`config.mk`:
```
export PLATFORM = sky130hd
export DESIGN_NAME = seq_divider
export DESIGN_NICKNAME = d
export VERILOG_FILES = /design/src/rtl/seq_divider.sv
export SDC_FILE = /design/constraint.sdc
export NUM_CORES = 1
export LEC_CHECK = 0
export ABC_AREA = 1
export CORE_MARGIN = 5
export CORE_UTILIZATION = 25
export DETAILED_ROUTE_END_ITERATION = 10
export HOLD_SLACK_MARGIN = 0.1
export PLACE_DENSITY = 0.42
export SLEW_MARGIN = 20
export SYNTH_ARGS = -nofsm -noshare
export SYNTH_HDL_FRONTEND = slang
export SYNTH_SLANG_ARGS = --single-unit
```
`constraint.sdc`:
```
create_clock -name clk -period 2.4 [get_ports clk]
set_input_delay 0.24 -clock clk [delete_from_list [all_inputs] [get_ports clk]]
set_output_delay 0.24 -clock clk [all_outputs]
set_load 0.01 [all_outputs]
```
`src/rtl/seq_divider.sv`:
```
// Sequential 8-bit by 4-bit unsigned restoring divider, one quotient bit per clock.
// state | meaning: IDLE wait for start | CALC eight restoring steps | DONE one-cycle result pulse
module seq_divider (
    input  logic       clk,
    input  logic       rst_n,
    input  logic       start,
    input  logic [7:0] dividend,
    input  logic [3:0] divisor,
    output logic       busy,
    output logic       done,
    output logic [7:0] quotient,
    output logic [3:0] remainder,
    output logic       div_by_zero
);

    localparam logic [1:0] ST_IDLE = 2'd0;
    localparam logic [1:0] ST_CALC = 2'd1;
    localparam logic [1:0] ST_DONE = 2'd2;

    logic [1:0] state_q, state_d;
    logic [7:0] dq_q, dq_d;
    logic [3:0] rem_q, rem_d;
    logic [3:0] dvs_q, dvs_d;
    logic [2:0] cnt_q, cnt_d;
    logic [7:0] quotient_q, quotient_d;
    logic [3:0] remainder_q, remainder_d;
    logic       dbz_q, dbz_d;

    logic [4:0] rem5;
    logic [4:0] rem_sub;
    logic [7:0] dq_shift;
    logic       fits;

    always_comb begin
        rem5     = {rem_q, dq_q[7]};
        dq_shift = {dq_q[6:0], 1'b0};
        fits     = (rem5 >= {1'b0, dvs_q});
        rem_sub  = rem5 - {1'b0, dvs_q};

        state_d     = state_q;
        dq_d        = dq_q;
        rem_d       = rem_q;
        dvs_d       = dvs_q;
        cnt_d       = cnt_q;
        quotient_d  = quotient_q;
        remainder_d = remainder_q;
        dbz_d       = dbz_q;

        case (state_q)
            ST_IDLE: begin
                if (start) begin
                    dq_d  = dividend;
                    dvs_d = divisor;
                    rem_d = 4'd0;
                    cnt_d = 3'd0;
                    if (divisor == 4'd0) begin
                        quotient_d  = 8'hFF;
                        remainder_d = dividend[3:0];
                        dbz_d       = 1'b1;
                        state_d     = ST_DONE;
                    end else begin
                        state_d = ST_CALC;
                    end
                end
            end
            ST_CALC: begin
                // Partial remainder stays below the divisor, so 4 bits always suffice.
                if (fits) begin
                    rem_d = rem_sub[3:0];
                    dq_d  = dq_shift | 8'd1;
                end else begin
                    rem_d = rem5[3:0];
                    dq_d  = dq_shift;
                end
                cnt_d = cnt_q + 3'd1;
                if (cnt_q == 3'd7) begin
                    quotient_d  = dq_d;
                    remainder_d = rem_d;
                    dbz_d       = 1'b0;
                    state_d     = ST_DONE;
                end
            end
            ST_DONE: begin
                state_d = ST_IDLE;
            end
            default: begin
                state_d = ST_IDLE;
            end
        endcase
    end

    always_ff @(posedge clk or negedge rst_n) begin
        if (!rst_n) begin
            state_q     <= ST_IDLE;
            dq_q        <= 8'd0;
            rem_q       <= 4'd0;
            dvs_q       <= 4'd0;
            cnt_q       <= 3'd0;
            quotient_q  <= 8'd0;
            remainder_q <= 4'd0;
            dbz_q       <= 1'b0;
        end else begin
            state_q     <= state_d;
            dq_q        <= dq_d;
            rem_q       <= rem_d;
            dvs_q       <= dvs_d;
            cnt_q       <= cnt_d;
            quotient_q  <= quotient_d;
            remainder_q <= remainder_d;
            dbz_q       <= dbz_d;
        end
    end

    assign busy        = (state_q == ST_CALC);
    assign done        = (state_q == ST_DONE);
    assign quotient    = quotient_q;
    assign remainder   = remainder_q;
    assign div_by_zero = dbz_q;

endmodule
```
==> results.cfg, run 1 <==
[cts]
cts_tree = done
cts_resized = 0
cts_buffers = 5
clock_sink_count = 34
insertion_delay_ns = 0.28
cts.clk_slew.worst_paths_ns = 0.07
cts_hold_buf = 0
clockBufferDepth = 2
h-tree-depth = 2
cts_root_buffer = clkbuf_8
cts_setup_buffers = 0

[timing]
report.final.slew_viol_count = 0
rsz0062_at_grt = false
setup_tns_ns = 0
postLayoutSetupSlackWorst_ns = 0.240
finalSetupViolCount = 0
worst_pin_slew_ns = 0.462
fin_skew_ns = 0.00542
relSlewSlack_pct = 69.2
min_period_ns = 2.16
hold_violations = 0
max_freq_mhz = 463
min_period_over_period_pct = 90.0
hold_ws_ns = 0.368

[critical_path]
critPathLaunch = state_q[1]
start_kind = flip-flop
reg2reg_slack_ns = 0.52
r2r-start = rem_q[1]
crit_fanout = 17
path_class = flip-flop to output port
cp_data_required_time_ns = 2.16
endpoint_kind = output port
r2r_end = remainder[0]
crit_arrival_ns = 1.92
reg2reg_depth = 9

[grt]
gr-total-overflow = 0
grt_first_pass_wirelength_um = 6360
grt_pass1_vias = 1283
grt_max_degree = 35
grt.total_usage_pct = 9.73
antenna_found_initial = 0

[flow_run]
cap_violations = 0

[final_layout]
drive_gt1_share_pct = 7.69
nFillCells = 674
layoutNonFillerInstCount = 298
regArea_um2 = 851
multi_input_area_um2 = 637
syn2layout_area_growth_pct = 28.4
antenna_cells = 0
design_area_mm2 = 0.00209
layout.nets = 242

[floorplan]
core_mm2 = 0.00635
dieArea_mm2 = 0.00824
start_util_pct = 25.7
num_io_pins = 30
die_w_um = 90.8
fp-row-count = 29
die_h_um = 90.8

[yosys]
synth_ff_type = dfrtp_1
synthMuxAreaShare_pct = 0
synth_cell_types = 23
synth_compound_area_share_pct = 10.8
yosys.area_share.simple_pct = 21.9
synth_top_area_cell = dfrtp_1
synth_top_area_share_pct = 52.2
yosysSeqAreaShare_pct = 52.2
syn_area_mm2 = 0.00163
synth_most_common_cell = nand2_1
yosys-top-cells-count = nand2_1, dfrtp_1, inv_1
syn_area_per_cell_um2 = 8.67
yosys_warnings = 0
synth_area_leaders = dfrtp_1, nand2_1, inv_1
synth_edf_count = 0
synth_top_family_by_area = simple AND/OR/NAND/NOR gates
synth-async-reset-ratio_pct = 100
ys_ff_latch = 34
syn-num-nets = 210
syn_inst = 188
synthAdderAreaFrac_pct = 5.83
yosys.area_share.xor_xnor_pct = 0.537

[status]
status = finished, final reports clean

[pwr]
vdd_ir_drop_max_mv = 0.517
powerDensity_mw_per_mm2 = 1440
power.leakage_nw = 1.01

[placement]
place_hpwl_um = 2750
routabilityCongestion = 0.700
portBuffers = 29
postPlaceCellArea_mm2 = 0.00200
dp_cells = 290
preCtsSetupSlack_ns = 0.508

[route]
ant_nets = 0
vias = 1297
wl_um = 3750
vias_per_cell = 4.35
dr.pass1.iters = 4
drc = 0
first_iter_violations = 74
wl_per_cell_um = 12.6

[hold_path]
hold_class = primary input to async pin
==> per-stage QoR <==
| stage | util (%) | power [mW] |
|---|---|---|
| CTS | 33.0 | 3.08 |
| floorplan | - | 2.07 |
| global placement | 31.5 | 2.63 |
| global route | 33.0 | 3.35 |
| finish | 33.0 | 3.01 |
| detailed placement | 31.5 | 2.61 |
==> flip-flops by register name, summed over array words and instances, names as in the netlist <==
name         cells
dq_q             8
quotient         8
dvs_q            4
rem_q            4
remainder        4
cnt_q            3
state_q          2
div_by_zero      1
==> cells in the final DEF (no fill, tap or decap), drive strengths merged <==
cell type and instances:
o21ai 14, or2 4, o31ai 2, clkinvlp 1, xor2 1, nand2 37
nand3 17, buf 2, dfrtp 34, nand4 5, ha 6, clkinv 1
inv 29, a22o 2, clkdlybuf4s50 29, o221ai 3, fa 1, a21oi 5
clkbuf 6, o22ai 3, nor2 19
==> where the power goes <==
part           switching [mW]  internal (mW)  leakage (nW)
clock                   0.210          0.230        0.0472
combinational           0.913          0.646         0.561
sequential              0.158          0.855         0.401
total                    1.28           1.73          1.01
==> per-layer routing <==
layer / routed length [um] / track usage, % / vias up
met4: 56 / 3.35 / 0
li1: - / - / 675
met1: 1780 / 13.1 / 588
met3: 171 / 3.08 / 5
met2: 1740 / 14.6 / 29
met5: 0 / 0 / -
==> worst max-delay path by stage <==
stage,end,slack [ns],cells past startpoint
final,busy,0.24,4
after global routing,busy,0.11,4
after CTS,busy,0.20,4
after detailed placement,remainder[0],0.51,9
after global placement,remainder[0],0.48,9
after floorplan,remainder[3],0.78,9
==> final cells by class <==
type / count / share of cell area (%)
well taps: 77 / 4.60
multi-input cells: 119 / 30.4
clock inverters: 2 / 0.598
repair buffers: 31 / 14.6
clock buffers: 6 / 3.95
inverters: 29 / 5.20
flip-flops and latches: 34 / 40.6
==> critical path, cell delays in order, from the launching register on <==
cell and delay (ns):
dfrtp_1 0.38, inv_1 0.14, nand2_2 0.21, inv_2 0.31
clkdlybuf4s50_1 0.60
==> kinds of logic (layout without fill, tap and decap cells) <==
group                      count (synthesis)  count (layout)
DFF                                       34              34
xor gates and xnor gates                   1               1
and+or+nand+nor                           82              82
buffers and inverters                     35              68
adders and majority gates                  7               7
AOI/OAI and AO/OA                         29              29
No activity file was read; power rests on OpenSTA's default activity.
==> run 2, diff against run 1 <==
--- a/config.mk
+++ b/config.mk
@@ -10,7 +10,7 @@
 export CORE_UTILIZATION = 25
 export DETAILED_ROUTE_END_ITERATION = 10
 export HOLD_SLACK_MARGIN = 0.1
-export PLACE_DENSITY = 0.42
+export REMOVE_ABC_BUFFERS = 1
 export SLEW_MARGIN = 20
 export SYNTH_ARGS = -nofsm -noshare
 export SYNTH_HDL_FRONTEND = slang
==> run 2 against run 1 <==
Against the previous run:
- critical endpoint unchanged
- flip-flop and latch count unchanged
- clock power down 6.4%
- hold slack better by 0.0033 ns
- via count up 2.6%
- final area down 0.60%
- highest routed layer unchanged
==> results.cfg, run 2 (same netlist as run 1, synthesis figures left out) <==
[cts]
cts_resized = 0
cts_setup_buffers = 0
cts_buffers = 5
clockBufferDepth = 2
cts_hold_buf = 0
h-tree-depth = 2
cts_tree = done
cts_root_buffer = clkbuf_8
cts.clk_slew.worst_paths_ns = 0.07
clock_sink_count = 34
insertion_delay_ns = 0.28

[pwr]
comb_power_share_pct = 52.0
p_sw_share_pct = 41.9
cell_internal_pwr_mw = 1.73
pwr-share-clk_pct = 13.9
powerDensity_mw_per_mm2 = 1430
power.leakage_nw = 1.01
vdd_ir_drop_max_mv = 0.592
seq_power_share_pct = 34.2
p_switching_mw = 1.24

[timing]
report.final.slew_viol_count = 0
finalSetupViolCount = 0
hold_violations = 0
worst_pin_slew_ns = 0.433
max_freq_mhz = 468
fin_skew_ns = 0.00581
relSlewSlack_pct = 71.1
min_period_ns = 2.14
postLayoutSetupSlackWorst_ns = 0.263
rsz0062_at_grt = false
hold_ws_ns = 0.371
min_period_over_period_pct = 89.0
setup_tns_ns = 0

[grt]
grt_max_degree = 35
grt_pass1_vias = 1331
grt.total_usage_pct = 9.14
gr-total-overflow = 0
grt_first_pass_wirelength_um = 6140
antenna_found_initial = 0

[floorplan]
start_util_pct = 25.7
die_h_um = 90.8
num_io_pins = 30
die_w_um = 90.8
core_mm2 = 0.00635
fp-row-count = 29
dieArea_mm2 = 0.00824

[critical_path]
crit_fanout = 17
reg2reg_depth = 9
path_class = flip-flop to output port
crit_arrival_ns = 1.90
r2r-start = rem_q[1]
start_kind = flip-flop
cp_data_required_time_ns = 2.16
endpoint_kind = output port
r2r_end = remainder[2]
reg2reg_slack_ns = 0.57

[route]
dr.pass1.iters = 4
ant_nets = 0
first_iter_violations = 59
wl_um = 3550
vias = 1331
drc = 0
vias_per_cell = 4.50
wl_per_cell_um = 12.0

[placement]
preCtsSetupSlack_ns = 0.531
portBuffers = 29
routabilityCongestion = 0.799
place_hpwl_um = 2650

[final_layout]
drive_gt1_share_pct = 6.85
syn2layout_area_growth_pct = 27.6
layout.nets = 242
nFillCells = 667
layout_common_cells = nand2_1, dfrtp_1, clkdlybuf4s50_1
multi_input_area_um2 = 637
antenna_cells = 0
final_common_cell = nand2_1
regArea_um2 = 851

[flow_run]
cap_violations = 0

[hold_path]
hold_class = primary input to async pin

[status]
status = finished, final reports clean
-- run 2: cell types whose count changed in the layout (fill, tap and decap cells not counted) --
cell        previous run  this run
clkinv_2               1         0
clkinvlp_4             1         0
-- run 2: critical path, stage by stage, from the launching register on --
cell and delay (ns):
dfrtp_1 0.38, inv_1 0.13, nand2_2 0.21, inv_2 0.30, clkdlybuf4s50_1 0.59
-- run 2: layout make-up --
type,count,area share (%)
Multi-Input combinational cell,119,30.6
Inverter,29,5.23
Timing Repair Buffer,31,14.7
Sequential cell,34,40.9
Clock buffer,6,3.97
Tap cell,77,4.63
-- run 2: power by group through the flow --
stage	logic [mW]	registers, mW	clock network [mW]
6_report	1.54	1.01	0.412
5_1_grt	1.78	1.05	0.447
3_3_place_gp	1.54	1.03	0
2_1_floorplan	0.983	1.04	0
4_1_cts	1.57	1.02	0.422
3_5_place_dp	1.56	1.03	0
-- run 2: worst max path at each step --
stage                           from           end
final                     state_q[1]          busy
after global routing      state_q[1]          busy
after global placement    state_q[1]          busy
after detailed placement  state_q[1]          busy
after CTS                 state_q[1]          busy
after floorplan           state_q[0]  remainder[3]
-- run 2: metal layers --
metal  up-vias  global-route usage [%]  share of wire [%]
li1        675                       -                  -
met1       624                    11.7                 47
met2        26                    14.5                 47
met3         6                    2.75                4.3
met4         0                    3.35                1.7
met5         -                       0                  0
-- run 2: per-stage QoR --
step	instances	instance area, um^2	total power, mW	util [%]
after floorplan	182	1600	2.02	-
after global placement	290	2000	2.58	31.5
after detailed placement	290	2000	2.60	31.5
after CTS	296	2080	3.02	32.8
after global routing	296	2080	3.28	32.8
final	296	2080	2.97	32.8
